==> config.mk <==
export PLATFORM = sky130hd
export DESIGN_NAME = lm_sm_sequencer
export DESIGN_NICKNAME = d
export VERILOG_FILES = /design/src/rtl/lm_sm_sequencer.sv
export SDC_FILE = /design/constraint.sdc
export NUM_CORES = 1
export LEC_CHECK = 0
export ABC_AREA = 1
export BUFFER_PORTS_ARGS = -buffer_cell sky130_fd_sc_hd__buf_2
export CELL_PAD_IN_SITES_DETAIL_PLACEMENT = 1
export CELL_PAD_IN_SITES_GLOBAL_PLACEMENT = 1
export CORE_MARGIN = 5
export CORE_UTILIZATION = 30
export CTS_BUF_LIST = sky130_fd_sc_hd__clkbuf_8
export CTS_CLUSTER_DIAMETER = 150
export CTS_CLUSTER_SIZE = 16
export DETAILED_ROUTE_END_ITERATION = 12
export PLACE_DENSITY = 0.67
export SLEW_MARGIN = 20
export SYNTH_ARGS = -nofsm -noshare
export SYNTH_HDL_FRONTEND = slang
export SYNTH_SLANG_ARGS = --single-unit
==> constraint.sdc <==
create_clock -name clk -period 2.9 [get_ports clk]
set_clock_uncertainty 0.2 [all_clocks]
set_input_delay 0.435 -clock clk [delete_from_list [all_inputs] [get_ports clk]]
set_output_delay 0.435 -clock clk [all_outputs]
set_load 0.02 [all_outputs]
==> src/rtl/lm_sm_sequencer.sv <==
// Load-multiple / store-multiple sequencer for the memory-access stage.
// Walks the register mask lowest bit first, issuing one memory beat per cycle while stalling upstream.
module lm_sm_sequencer #(
   parameter int ADDR_W = 16,
   parameter int MASK_W = 8,
   parameter int IDX_W  = 3
) (
   input  logic              clk,
   input  logic              rst_n,
   input  logic              start_i,
   input  logic              is_store_i,
   input  logic [ADDR_W-1:0] base_addr_i,
   input  logic [MASK_W-1:0] reg_mask_i,
   input  logic              flush_i,
   output logic              busy_o,
   output logic              stall_o,
   output logic [ADDR_W-1:0] mem_addr_o,
   output logic              addr_sel_o,
   output logic              mem_we_o,
   output logic [IDX_W-1:0]  st_reg_idx_o,
   output logic              rf_we_o,
   output logic [IDX_W-1:0]  rf_wr_idx_o,
   output logic              done_o,
   output logic [IDX_W:0]    beat_cnt_o
);

   typedef enum logic [1:0] {
      S_IDLE = 2'd0,
      S_XFER = 2'd1,
      S_DONE = 2'd2
   } state_e;

   state_e            state_q;
   logic [ADDR_W-1:0] addr_q;
   logic [MASK_W-1:0] mask_q;
   logic              store_q;
   logic [IDX_W:0]    cnt_q;

   logic [IDX_W-1:0]  idx;
   logic [MASK_W-1:0] mask_d;

   // Priority encoder: scanning downward lets the lowest set bit win.
   // NOTE: idx gets a default before the loop so no path leaves it unassigned (no latch).
   always_comb begin
      idx = '0;
      for (int i = MASK_W - 1; i >= 0; i--) begin
         if (mask_q[i]) idx = IDX_W'(i);
      end
   end

   // Clearing the lowest set bit is the same as removing bit idx.
   assign mask_d = mask_q & (mask_q - MASK_W'(1));

   // NOTE: sequential state uses non-blocking assignments so every register samples pre-edge values.
   always_ff @(posedge clk or negedge rst_n) begin
      if (!rst_n) begin
         state_q <= S_IDLE;
         addr_q  <= '0;
         mask_q  <= '0;
         store_q <= 1'b0;
         cnt_q   <= '0;
      end else if (flush_i) begin
         state_q <= S_IDLE;
         mask_q  <= '0;
      end else begin
         case (state_q)
            S_IDLE: begin
               if (start_i) begin
                  addr_q  <= base_addr_i;
                  mask_q  <= reg_mask_i;
                  store_q <= is_store_i;
                  cnt_q   <= '0;
                  state_q <= (reg_mask_i != '0) ? S_XFER : S_DONE;
               end
            end
            S_XFER: begin
               mask_q  <= mask_d;
               addr_q  <= addr_q + ADDR_W'(1);
               cnt_q   <= cnt_q + (IDX_W + 1)'(1);
               state_q <= (mask_d == '0) ? S_DONE : S_XFER;
            end
            S_DONE:  state_q <= S_IDLE;
            default: state_q <= S_IDLE;
         endcase
      end
   end

   logic in_xfer;
   assign in_xfer = (state_q == S_XFER);

   // Write enables are gated by flush so a squashed beat never commits.
   always_comb begin
      busy_o       = (state_q != S_IDLE);
      stall_o      = in_xfer | ((state_q == S_IDLE) & start_i & ~flush_i);
      mem_addr_o   = addr_q;
      addr_sel_o   = in_xfer;
      mem_we_o     = in_xfer & store_q & ~flush_i;
      st_reg_idx_o = (in_xfer & store_q) ? idx : '0;
      rf_we_o      = in_xfer & ~store_q & ~flush_i;
      rf_wr_idx_o  = (in_xfer & ~store_q) ? idx : '0;
      done_o       = (state_q == S_DONE) & ~flush_i;
      beat_cnt_o   = cnt_q;
   end

endmodule

**Yosys cells after proc, flatten, opt, wreduce, memory -nomap -nowiden**

Cells that the tools add are included.

- Output and inout port bits: 32
- Register bits: 31
- Logic and storage cells: 54
- Input port bits: 29

- Reduce and logical (&&, ||, !) cells: 9
- $add $sub $neg: 3
- Bitwise operators: 11
- Mux-type cells: 22
- Equal/unequal tests: 4

Operators by type and width:

| cell | number |
|---|---|
| 16-bit case mux with 2 select lines | 1 |
| 3-bit two-way mux | 10 |
| 16-bit by 1-bit adder with 16-bit output, second input constant | 1 |
| 16-bit two-way mux | 1 |
| 8-bit two-way mux | 2 |
| 8-bit case mux with 2 select lines | 1 |
| 8-bit bitwise AND | 1 |
| 8-bit logical NOT | 1 |
| 2-bit two-way mux | 4 |
| 4-bit case mux with 2 select lines | 1 |
| 8-bit nonzero test | 1 |
| 8-bit by 1-bit subtractor with 8-bit output, second input constant | 1 |
| 1-bit bitwise AND | 7 |
| 3-bit AND reduction | 2 |
| 4-bit by 1-bit adder with 4-bit output, second input constant | 1 |
| 4-bit two-way mux | 1 |
| 2-bit case mux with 2 select lines | 1 |
| 2-bit nonzero test | 2 |
| 3-bit inequality test, second input constant | 1 |
| 3-bit nonzero test | 1 |
| 2-bit by 1-bit equality test with 1-bit output, second input constant | 1 |
| 2-bit equality test, second input constant | 1 |
| 2-bit logical NOT | 1 |
| 2-bit inequality test, second input constant | 1 |
| other kinds (3) | 4 |

**Longest topological paths before layout**

Gate-level depths: netlist (run 1).

- Word-level depth: 9
- Depth in mapped cells: 10
- Depth with buffers taken out: 10

**Worst setup path after synthesis (run 1)**

OpenSTA, ideal clock, no wires.

- Path type: reg-to-output
- From: register state_q[1]
- To: output port rf_wr_idx_o[0]
- Path slack: 0.946 ns
- Buffers on the path: 1
- Stages on the path, launching flop included: 6
- Data arrival time: 1.319 ns
- Required time: 2.265 ns
- Path through: dfrtp_1 -> nor2_4 -> inv_1 -> buf_2 -> or2_1 -> nor2_1

- Longest elaborated chain between the ends: 3

RTL lines:

| element | line | text |
|---|---|---|
| from (decl) | 33 | `state_e state_q;` |
| from (signal assigned) | 73 | `state_q <= (reg_mask_i != '0) ? S_XFER : S_DONE;` |
| from (signal assigned) | 80 | `state_q <= (mask_d == '0) ? S_DONE : S_XFER;` |
| 2-bit by 1-bit equality test with 1-bit output | 89 | `assign in_xfer = (state_q == S_XFER);` |
| 1-bit bitwise AND | 100 | `rf_wr_idx_o = (in_xfer & ~store_q) ? idx : '0;` |
| 3-bit two-way mux | 100 |  |
| to (decl) | 22 | `output logic [IDX_W-1:0] rf_wr_idx_o,` |

Every way passes these cells.

**Final worst setup path (run 1)**

Same ends and word-level chain as after synthesis.

==> results list, run 1 <==
- Synthesis handed over a netlist of between 300 and 400 instances.
- In the final timing run, aggregate negative setup slack is 0 ns.
- Total DRC errors in the routed layout: 0
- The Yosys step of the flow raised 0 warnings.
- Minimum clock period: between 2 and 2.5 ns
- Cell chosen for the clock root: sky130_fd_sc_hd__clkbuf_8
* CP required: between 2 and 2.5 ns
- Cell internal power was estimated by the tool at around 950 µW.
- Switching power total: 776 µW
* I/O pin count: 61
- Counting every sink on the clock net gives 31.
- Horizontal extent of the die: 93.1 µm
- Largest net degree at the start of global routing: 32
- For this run, the detailed router's first-pass iteration total came to 4.
* Slew at the pin with the worst max-slew slack: about 0.76 ns
- Max Freq: 425 MHz
- Number of buffers created by CTS: 5
- Clock share of power: about a fifth
* Lkg Pwr: 1.32 nW
- Startpoint-to-endpoint class of the critical path: flip-flop to primary output
* FF-to-FF setup slack: approximately 0.90 ns
- In this run the standard cell core region covers a little under 7000 µm².
- Async set-or-reset flop fraction in the synthesized netlist: 100%
- Clock transition at the registers of the reported paths: around 0.070 ns
- Syn_nets: 332
- Final Routed Wirelength: approximately 6500 µm
- Counting flops and latches in the post-synthesis netlist gives 31.
- Number of input and output port buffers inserted: 60
- Summed over all layers, the global routing overflow is 0.
* Mapped Avg Cell Area: between 6 and 7 µm²
- Setup fix buffers added after clock tree synthesis: 0
- Kind of end point of the critical path: primary output
- Insertion delay to the later sink of the worst-skew pair: 0.28 ns
- The flow ran to the end, and the final reports show no timing, DRC or antenna violations.
- Cells with a size suffix above 1 make up approximately 23% of the layout.
- Overall track demand over capacity in global routing: between 15 and 20%
- Starting utilization of the core area: between 30% and 40%
- Prior to clock tree synthesis, the placed netlist has a worst setup slack of around 0.84 ns.
* HPWL after DPL: 4940 µm
* Classification of the worst-slack hold path: input pin to asynchronous set/reset pin
- Across the VDD grid, the largest voltage drop is 0.178 mV.
- Initial detailed-routing violation count: 44
* Vertical die dimension: roughly 93 µm
- The synthesized netlist occupies a cell area of approximately 2100 µm².
- Post-DR wirelength/cell: between 10 and 15 µm
- The via count of the first global-routing pass came to around 2.4k.
* Deepest clock path buffer count: 2
- Final net count: slightly below 400
- Via density: between 4 and 5
- Relative area change from synthesis to final layout: 20.6%
- CTS tree: done
- After clock tree synthesis, the repair step resized 0 gates.
- The worst setup path is launched from a flip-flop.
* Setup repair after global routing missed its margin: false
- The finished cells cover between 2000 and 3000 µm².
* Power density over the cells: ~700 nW/µm²
- Relative max-transition margin: 49.6%
- Via total after detailed routing: around 2.2k
- Of the total power, combinational logic draws roughly two fifths.
* Arrival time at the worst endpoint: approximately 1.7 ns
- The detail route stage leaves a number of antenna-violating nets equal to 0.
* Core Rows: 30
- Yosys mapped a number of flops with a built-in enable equal to 0.
* WHS: 0.0153 ns
* Slew Viols, Final: 0
- Clock H-tree levels: 2
* Wire length of the first global-routing pass: approximately 11000 µm
* Routability congestion estimate from global placement: between 0.7 and 0.8
- Summing all placed instances gives a cell area of around 2400 µm².
- Once routing completed, OpenROAD measured the worst setup slack at ~0.55 ns.
* Max_cap viols: 0
- Peak fanout along the critical path: 17
- Setup violations remaining at the end of the flow were counted as 0.
- The most used flip-flop cell after synthesis is sky130_fd_sc_hd__dfrtp_1.
- Net switching is 44.8% of the power.
- The final hold violation count was 0.
- The number of antenna violations at the first check in global routing was 1.
- After synthesis, flip-flops and latches occupy a little under two fifths of the total area.
- Antenna diode instance count: 0
* Sequential Power Share: a little under two fifths
- Die footprint: 8670 µm²
- Unique cell type count in the Yosys netlist: 37
- Post-route total power: between 1.5 and 2 mW
* Post-cts hold buffer count: 0
* Share of the clock period used by the worst path after layout: between 80% and 90%
==> metrics by stage <==
stage	util (%)	instances
6_report	37.0	441
3_3_place_gp	35.7	434
2_1_floorplan	-	301
4_1_cts	37.0	441
3_5_place_dp	35.7	434
5_1_grt	37.0	441
==> cells by family after synthesis <==
kind of cell	synth area share (%)
adders and majority gates	1.21
xor gates and xnor gates	0.845
and+or+nand+nor	33.5
buffers and inverters	10.1
AOI/OAI and AO/OA	16.4
muxes	0.483
DFF	37.4
==> per-layer routing <==
| layer | wire (µm) | track usage, % | vias to the layer above |
|---|---|---|---|
| li1 | - | - | 1099 |
| met1 | 3170 | 21.3 | 1018 |
| met2 | 2960 | 27.0 | 56 |
| met3 | 360 | 4.10 | 7 |
| met4 | 51 | 3.30 | 2 |
| met5 | 7 | 0 | - |
==> power by group through the flow <==
| stage | Sequential [mW] | Combinational (mW) | Clock, mW |
|---|---|---|---|
| 2_1_floorplan | 0.724 | 0.422 | 0 |
| 3_3_place_gp | 0.659 | 0.712 | 0 |
| 3_5_place_dp | 0.661 | 0.727 | 0 |
| 4_1_cts | 0.653 | 0.732 | 0.376 |
| 5_1_grt | 0.674 | 0.811 | 0.396 |
| 6_report | 0.653 | 0.720 | 0.358 |
==> state kept, by name, summed over array words and instances, names as in the netlist <==
register	flops
store_q	1
beat_cnt_o	4
mask_q	8
state_q	2
mem_addr_o	16
==> synthesized netlist by cell type (2+ instances only) <==
cell type	n	area (µm²)
sky130_fd_sc_hd__inv_2	2	7.51
sky130_fd_sc_hd__nor2_1	54	203
sky130_fd_sc_hd__dfrtp_1	31	776
sky130_fd_sc_hd__ha_1	2	25.0
sky130_fd_sc_hd__nor2_4	3	33.8
sky130_fd_sc_hd__o211ai_1	2	15.0
sky130_fd_sc_hd__nand2_1	70	263
sky130_fd_sc_hd__o22ai_1	6	37.5
sky130_fd_sc_hd__nor3_1	3	15.0
sky130_fd_sc_hd__buf_2	3	15.0
sky130_fd_sc_hd__a21oi_1	13	65.1
sky130_fd_sc_hd__o21ai_1	10	50.1
sky130_fd_sc_hd__o31ai_1	2	15.0
sky130_fd_sc_hd__a22oi_1	2	15.0
sky130_fd_sc_hd__a31oi_1	2	12.5
sky130_fd_sc_hd__nand2_2	2	12.5
sky130_fd_sc_hd__o21ai_0	21	105
sky130_fd_sc_hd__buf_6	5	56.3
sky130_fd_sc_hd__inv_1	32	120
sky130_fd_sc_hd__nand4_1	4	25.0
sky130_fd_sc_hd__nand3_1	16	80.1
==> worst max-delay path, cell delays in order (launching register included) <==
cell                      delay, ns
sky130_fd_sc_hd__dfrtp_1       0.43
sky130_fd_sc_hd__nor2_4        0.37
sky130_fd_sc_hd__inv_1         0.10
sky130_fd_sc_hd__or2_1         0.26
sky130_fd_sc_hd__nor2_1        0.11
sky130_fd_sc_hd__buf_2         0.17
==> worst paths after layout <==
check                               from             end  cells past startpoint
min in group clk              is_store_i         store_q                      3
max in group asynchronous          rst_n  mem_addr_o[13]                      1
max                           state_q[1]  rf_wr_idx_o[0]                      5
max reg2reg                   state_q[1]  mem_addr_o[10]                      6
min                                rst_n   beat_cnt_o[3]                      1
min reg2reg                beat_cnt_o[2]   beat_cnt_o[2]                      1
==> layout make-up <==
cell class	count	area, µm²
fill	902	4260
multi-input combinational	226	1090
sequential	31	776
timing repair buffer	63	323
inverter	34	128
tap	80	100
clock buffer	6	82.6
clock inverter	1	5.00
==> cell usage in the layout (no fill, tap or decap), types with 2 or more instances in the layout <==
| master | Yosys | final |
|---|---|---|
| sky130_fd_sc_hd__inv_1 | 32 | 32 |
| sky130_fd_sc_hd__clkbuf_8 | 0 | 6 |
| sky130_fd_sc_hd__o21ai_1 | 10 | 10 |
| sky130_fd_sc_hd__nand3_1 | 16 | 16 |
| sky130_fd_sc_hd__a31oi_1 | 2 | 2 |
| sky130_fd_sc_hd__a21oi_1 | 13 | 13 |
| sky130_fd_sc_hd__inv_2 | 2 | 2 |
| sky130_fd_sc_hd__nor3_1 | 3 | 3 |
| sky130_fd_sc_hd__buf_4 | 1 | 3 |
| sky130_fd_sc_hd__ha_1 | 2 | 2 |
| sky130_fd_sc_hd__nand2_1 | 70 | 70 |
| sky130_fd_sc_hd__o31ai_1 | 2 | 2 |
| sky130_fd_sc_hd__nor2_4 | 3 | 3 |
| sky130_fd_sc_hd__o22ai_1 | 6 | 6 |
| sky130_fd_sc_hd__dfrtp_1 | 31 | 31 |
| sky130_fd_sc_hd__nand4_1 | 4 | 4 |
| sky130_fd_sc_hd__buf_2 | 3 | 60 |
| sky130_fd_sc_hd__nand2_2 | 2 | 2 |
| sky130_fd_sc_hd__nor2_1 | 54 | 54 |
| sky130_fd_sc_hd__a22oi_1 | 2 | 2 |
| sky130_fd_sc_hd__o21ai_0 | 21 | 21 |
| sky130_fd_sc_hd__o211ai_1 | 2 | 2 |
Power figures use the tool's default switching activity.
==> inputs of run 2 (changes only) <==
==> constraint.sdc (replaced) <==
create_clock -name clk -period 2.3 [get_ports clk]
set_clock_uncertainty 0.2 [all_clocks]
set_input_delay 0.345 -clock clk [delete_from_list [all_inputs] [get_ports clk]]
set_output_delay 0.345 -clock clk [all_outputs]
set_load 0.02 [all_outputs]
==> run 2 against run 1 <==
Compared with the run above:
- sequential cell count stayed put
- global-route usage is 0.27 points lower
- critical path depth is 1 higher
- sequential power is 26% higher
- die area stayed put
- count of clock-buffer cells in the layout stayed put
- power is 34% higher
- final area is 2.2% higher
- non-clock buffer count is 3 higher
- critical path type unchanged
- largest power group unchanged
- highest routed layer is now met4
==> results list, run 2 (same netlist as run 1, synthesis figures left out) <==
* CTS tree: done
- The share of layout cells above drive strength 1 came to 23.3% (+0.57 points).
- Via density: 5.09 (+3.0%)
- The number of antenna violations at the first check in global routing is 0 (-1).
- Via total after detailed routing: 2267 (+3.9%)
- Slew Viols, Final: 0 (unchanged)
- The placement row count is 30 (unchanged).
- Critical-path cell list: nor2_1, inv_2, nor3_1, inv_1, nand2_1, buf_2
- The portion of total power attributed to the clock network came to 24.7% (+4.0 points).
- Met1 routed wirelength after detailed routing: 3060 µm (-3.3%)
* Arrival time at the worst endpoint: 1.60 ns (-0.12 ns)
- The endpoint required time on the critical path came to 1.75 ns (-0.52 ns).
- Max_cap viols: 0 (unchanged)
- The via count of the first global-routing pass was 2405 (+1.2%).
- Combinational share of power: 39.8% (-1.8 points)
* Placed Instances: 436 (+0.46%)
- Number of nets still failing antenna checks after routing: 0 (unchanged)
* Setup fix buffers added after clock tree synthesis: 0 (unchanged)
- The count of filler cells inserted in the layout came to 884 (-2.0%).
* Number of failing hold endpoints at the final stage: 0 (unchanged)
- The worst slew slack as a fraction of its limit was 51.2% (+1.6 points).
- The number of gates resized after cts was 0 (unchanged).
- Leaving out fill and tap cells, the most frequent cell in the layout is sky130_fd_sc_hd__nand2_1.
- Final worst slack: 0.159 ns (-0.388 ns)
- The wire length per cell came to 14.9 µm (+0.22%).
* Cell chosen for the clock root: sky130_fd_sc_hd__clkbuf_8
- Horizontal extent of the die: 93.1 µm (unchanged)
- Worst R2R Path Depth: 6 (unchanged)
- WHS: 0.0641 ns (+0.0488 ns)
* Highest signal layer in the routed design: met4
- Antenna diode instance count: 0 (unchanged)
- The global-route total usage across every layer came to 15.9% (-0.27 points).
* Sequential Power Share: 35.5% (-2.2 points)
- The setup-violating endpoint count in the final report came to 0 (unchanged).
- Switching power total: 988 µW (+27%)
- The number of flip-flops in the largest register was 16 (unchanged).
- 1st-pass router iterations: 4 (unchanged)
* Worst-path cell with the longest stage delay: sky130_fd_sc_hd__dfrtp_1
- Minimum clock period: roughly 2.1 ns
- Kind of end point of the critical path: primary output
- In the layout the commonest cells are sky130_fd_sc_hd__nand2_1, sky130_fd_sc_hd__buf_2, sky130_fd_sc_hd__nor2_1.
* Final core utilization: 37.8% (+0.81 points)
- The initial core utilization was 30.7% (unchanged).
* Num Clock Sinks: 31 (unchanged)
* Startpoint of the worst hold path: is_store_i
* Lkg Pwr: 1.34 nW (+2.2%)
* Cells on Worst Hold Path: 3
- The post-route DRC violation count was 0 (unchanged).
- Dividing the final minimum period by the clock period gives around 93%.
- The biggest cell delay along the critical path is 0.44 ns (about the same).
- Cell-internal power: 1.33 mW (+39%)
- Compared with the post-synthesis result, the final layout area differs by 23.3%.
- Setup repair after global routing left no endpoint under its margin.
- The area of the die is 8670 µm² (unchanged).
- Startpoint-to-endpoint class of the critical path: flip-flop to primary output
- Launch instance of the worst register-to-register path: state_q[1]
- The sum of overflow across all layers after global routing was 0 (unchanged).
* Wire length of the first global-routing pass: 11200 µm (-0.12%)
- Detailed-routed wire length on met2: 3150 µm (+6.3%)
- Insertion delay to the later sink of the worst-skew pair: 0.29 ns (about the same)
- Initial detailed-routing violation count: 48 (+9.1%)
- The CTS buffer count came to 5 (unchanged).
- The post-route setup TNS came to 0 ns (unchanged).
- Routability congestion estimate from global placement: 0.795 (-0.25%)
- Clock H-tree levels: 2 (unchanged)
- The total I/O pin count came to 61 (unchanged).
- HPWL after DPL: 5030 µm (+1.9%)
* Outcome: complete, no violations
- The worst-case setup slack after placement was 0.456 ns (-0.380 ns).
- The largest buffer count on any clock path was 2 (unchanged).
- Detail Route met3 WL: 374 µm (+3.9%)
* Peak supply drop: 0.310 mV (+74%)
- In this run the worst setup path begins at state_q[1].
- Power density over the cells: 905 nW/µm² (+31%)
- Slew at the pin with the worst max-slew slack: 0.731 ns (-0.0245 ns)
- The placed instance area was 2430 µm² (+0.62%).
- Floorplan Core Area: 6760 µm² (unchanged)
- Switching share of power: 42.7% (-2.1 points)
- The count of input and output buffers is 60 (unchanged).
- The post-route cell area was 2560 µm² (+2.2%).
- Classification of the worst-slack hold path: input pin to flip-flop
- The register clock-pin slew on the reported worst setup and hold paths came to 0.07 ns (about the same).
- Final net count: 395 (+0.77%)
- Final Routed Wirelength: 6620 µm (+1.1%)
* Largest net degree at the start of global routing: 32 (unchanged)
- The y dimension of the die came to 93.1 µm (unchanged).
- The filler-free cell count of the finished design was 445 (+0.91%).
- The power after layout came to 2.31 mW (+34%).
* Max Freq: about 470 MHz
* Peak fanout along the critical path: 4 (-13)
- The worst setup path is launched from a flip-flop.
-- run 2: cell types whose count changed in the layout (fill, tap and decap cells not counted), sizes merged --
cell,previous run,this run
buf,63,65
bufinv,0,1
dlygate4sd3,0,1
-- run 2: final cells by class --
cell class | count | area (µm²) | area share, %
Tap cell | 80 | 100 | 3.92
Inverter | 34 | 128 | 4.99
Timing Repair Buffer | 66 | 348 | 13.6
Multi-Input combinational cell | 226 | 1090 | 42.5
Clock inverter | 2 | 35.0 | 1.37
Clock buffer | 6 | 82.6 | 3.23
Sequential cell | 31 | 776 | 30.3
-- run 2: what timing repair did --
| item | in CTS | in global routing |
|---|---|---|
| hold buffers | 1 | 0 |
| hold endpoints to repair | 31 | 0 |
| endpoints found under the setup margin | 0 | 0 |
-- run 2: worst max-delay path: cells and delay by family, from the launching register on --
kind / cells / cell delay, ns
simple gates: 3 / 0.52
flops: 1 / 0.44
buf+inv: 3 / 0.36
-- run 2: final timing paths --
kind / slack (ns) / to
min in group asynchronous: 0.45 / mask_q[4]
max: 0.16 / stall_o
max reg2reg: 0.47 / mem_addr_o[10]
min reg2reg: 0.29 / beat_cnt_o[2]
min: 0.06 / store_q
max in group asynchronous: 0.97 / mem_addr_o[11]
-- run 2: power groups by stage --
| stage | Clock (mW) | Sequential [mW] | Combinational [mW] |
|---|---|---|---|
| final | 0.572 | 0.822 | 0.920 |
| after global routing | 0.616 | 0.848 | 1.03 |
| after CTS | 0.592 | 0.823 | 0.935 |
| after detailed placement | 0 | 0.832 | 0.928 |
| after global placement | 0 | 0.830 | 0.911 |
| after floorplan | 0 | 0.913 | 0.532 |
-- run 2: routing by layer --
metal | track usage, % | vias up
met3 | 3.62 | 4
met2 | 27.9 | 59
met5 | 0 | -
li1 | - | 1108
met1 | 20.2 | 1096
met4 | 2.93 | 0
==> inputs of run 3 (changes only) <==
--- a/config.mk
+++ b/config.mk
@@ -9,6 +9,7 @@
 export BUFFER_PORTS_ARGS = -buffer_cell sky130_fd_sc_hd__buf_2
 export CELL_PAD_IN_SITES_DETAIL_PLACEMENT = 1
 export CELL_PAD_IN_SITES_GLOBAL_PLACEMENT = 1
+export CORE_ASPECT_RATIO = 1.4
 export CORE_MARGIN = 5
 export CORE_UTILIZATION = 30
 export CTS_BUF_LIST = sky130_fd_sc_hd__clkbuf_8
==> run 3 against run 2 <==
Compared with the run above:
- worst setup slack improved by 0.080 ns
- power decreased by 5.6%
- critical path depth unchanged
- final cell count increased by 3.1%
- clock power decreased by 22%
- final area decreased by 0.24%
- first-iteration DRC count increased by 35%
- sequential share of layout area increased by 0.074 points
- worst hold slack improved by 0.0073 ns
- largest cell class unchanged
- largest power group unchanged
- highest routed layer unchanged
==> results list, run 3 (same netlist as run 1, synthesis figures left out) <==
- Placed inst area: 2450 µm² (+0.77%)
- The minimum period implied by the final worst setup slack is 2.06 ns (-0.0802 ns).
- Worst-path cell with the longest stage delay: sky130_fd_sc_hd__dfrtp_1
* Power density over the cells: 856 nW/µm² (-5.4%)
* Cell chosen for the clock root: sky130_fd_sc_hd__clkbuf_8
* Peak supply drop: 0.255 mV (-18%)
- The weighted congestion at the end of routability-driven global placement was 0.817 (+2.7%).
- The via count of the first global-routing pass came to 2352 (-2.2%).
- Number of flip-flops in the largest register: 16 (unchanged)
- Setup repair after global routing left no endpoint under its margin.
* Slew Viols, Final: 0 (unchanged)
* Deepest clock path buffer count: 2 (unchanged)
- The worst endpoint data arrival time came to 1.52 ns (-0.08 ns).
* Slew at the pin with the worst max-slew slack: 0.756 ns (+0.0247 ns)
- CP required: 1.75 ns (about the same)
- The largest net degree at the start of global routing came to 32 (unchanged).
- I/O pin count: 61 (unchanged)
- The total iterations of the first detailed-routing run came to 4 (unchanged).
* Via total after detailed routing: 2262 (-0.22%)
* Total DRC errors in the routed layout: 0 (unchanged)
- The number of antenna violations at the first check in global routing was 0 (unchanged).
- Layout cells sized above 1: 23.4% (+0.064 points)
- The flow ran to the end, and the final reports show no timing, DRC or antenna violations.
- Classification of the worst-slack hold path: input pin to flip-flop
- Share of the clock period used by the worst path after layout: 89.6% (-3.5 points)
- The post-route cell area was 2550 µm² (-0.24%).
* Vertical die dimension: 108 µm (+16%)
* Num Clock Sinks: 31 (unchanged)
- Number of buffers created by CTS: 5 (unchanged)
* Clock transition at the registers of the reported paths: 0.06 ns (about the same)
- The initial core utilization is 30.3% (-0.40 points).
- In this design, the largest share of critical-path delay is due to compound AO/OA/AOI/OAI gates.
- Crit path buf inv count: 2 (-1)
- The critical path goes through inv_1, a21oi_1, o21ai_0, a31oi_1, nor2_1, buf_2.
* Final net count: 395 (unchanged)
- The clock latency on the worst-skew pair was 0.28 ns (about the same).
- The leakage component of the power is 1.33 nW (-0.99%).
* Setup fix buffers added after clock tree synthesis: 0 (unchanged)
- Wire length of the first global-routing pass: 10800 µm (-3.4%)
- Clock H-tree levels: 2 (unchanged)
* Worst Setup Start Kind: flip-flop
* Antenna diode instance count: 0 (unchanged)
- The placement row count came to 36 (+20%).
* Final Routed Wirelength: 6690 µm (+1.0%)
- Via density: 4.93 (-3.3%)
* Relative max-transition margin: 49.6% (-1.6 points)
- The worst setup path is captured at a primary output.
* Peak fanout along the critical path: 4 (unchanged)
* Biggest cell delay along the critical path: 0.41 ns (-0.03 ns)
- Number of nets still failing antenna checks after routing: 0 (unchanged)
* Filler cell count in the final layout: 930 (+5.2%)
* Die footprint: 8700 µm² (+0.27%)
- Summed negative setup slack over all endpoints: 0 ns (unchanged)
- Number of input and output port buffers inserted: 60 (unchanged)
- Post-DR wirelength/cell: 14.6 µm (-2.1%)
- The worst-case setup slack after placement came to 0.447 ns (-0.00970 ns).
- Number of failing hold endpoints at the final stage: 0 (unchanged)
* Leading cell type in the layout, fill and taps excluded: sky130_fd_sc_hd__nand2_1
- The total of max-cap violations is 0 (unchanged).
- The global-route total usage across every layer is 16.0% (+0.033 points).
- The number of DRC markers in iteration 0 came to 65 (+35%).
- The final critical-path setup slack was 0.239 ns (+0.0802 ns).
* Horizontal extent of the die: 80.3 µm (-14%)
- Leaving out fill and tap cells, the most frequent cells in the layout are sky130_fd_sc_hd__nand2_1, sky130_fd_sc_hd__buf_2, sky130_fd_sc_hd__nor2_1.
- TritonCTS built the clock tree.
- The setup-violating endpoint count in the final report came to 0 (unchanged).
- Relative area change from synthesis to final layout: 23.0%
- Startpoint-to-endpoint class of the critical path: flip-flop to primary output
* Floorplan Core Area: 6850 µm² (+1.3%)
- The sum of overflow across all layers after global routing came to 0 (unchanged).
- The maximum clock frequency was 485 MHz (+3.9%).
- HPWL after DPL: 5150 µm (+2.4%)
- Post-route total power: 2.18 mW (-5.6%)
-- run 3: power by group --
group          leakage (nW)  internal (mW)  switching (mW)  total, mW
registers             0.390          0.668           0.149      0.817
clock network        0.0470          0.235           0.210      0.444
logic                 0.895          0.308           0.614      0.922
-- run 3: metrics by stage --
stage | instances | utilization (%) | hold slack [ns]
5_1_grt | 459 | 37.2 | 0.0568
6_report | 459 | 37.2 | 0.0714
3_3_place_gp | 451 | 35.7 | 0.268
3_5_place_dp | 451 | 35.7 | 0.266
2_1_floorplan | 301 | - | -0.151
4_1_cts | 459 | 37.2 | 0.0661
-- run 3: per-layer routing --
metal  up-vias  routed length [µm]  GRT usage, %
met5         -                   0             0
met4         0                 193          7.00
met3        15                 249          3.00
met2        53                3620          30.1
met1      1096                2620          16.9
li1       1098                   -             -
-- run 3: path summary, 6_finish.rpt --
kind | from | end | slack [ns] | depth (start not counted)
worst max-delay path | mask_q[6] | rf_wr_idx_o[0] | 0.24 | 6
worst min-delay path | is_store_i | store_q | 0.07 | 3
worst max register to register | state_q[1] | mem_addr_o[10] | 0.49 | 6
worst min register to register | beat_cnt_o[2] | beat_cnt_o[2] | 0.30 | 1
max in group asynchronous | rst_n | mem_addr_o[15] | 0.95 | 2
min in group asynchronous | rst_n | mem_addr_o[4] | 0.47 | 2
-- run 3: timing repair --
item / CTS / global route
endpoints found under the setup margin: 0 / 1
hold endpoints to repair: 31 / 0
gates resized for setup: 0 / 1
hold buffers: 1 / 0
-- run 3: worst reg2reg max path: stages (launching register included) --
cell,delay (ns)
sky130_fd_sc_hd__dfrtp_1,0.43
sky130_fd_sc_hd__nor2_4,0.20
sky130_fd_sc_hd__o21ai_2,0.10
sky130_fd_sc_hd__inv_2,0.30
sky130_fd_sc_hd__o21ai_0,0.22
sky130_fd_sc_hd__o22ai_1,0.20
sky130_fd_sc_hd__inv_1,0.05
-- run 3: cell type report --
| type | count | area (µm²) | area share, % |
|---|---|---|---|
| Inverter | 34 | 128 | 5.00 |
| Sequential cell | 31 | 776 | 30.4 |
| Clock inverter | 1 | 5.00 | 0.196 |
| Tap cell | 95 | 119 | 4.66 |
| Timing Repair Buffer | 66 | 348 | 13.6 |
| Multi-Input combinational cell | 226 | 1090 | 42.8 |
| Clock buffer | 6 | 82.6 | 3.24 |
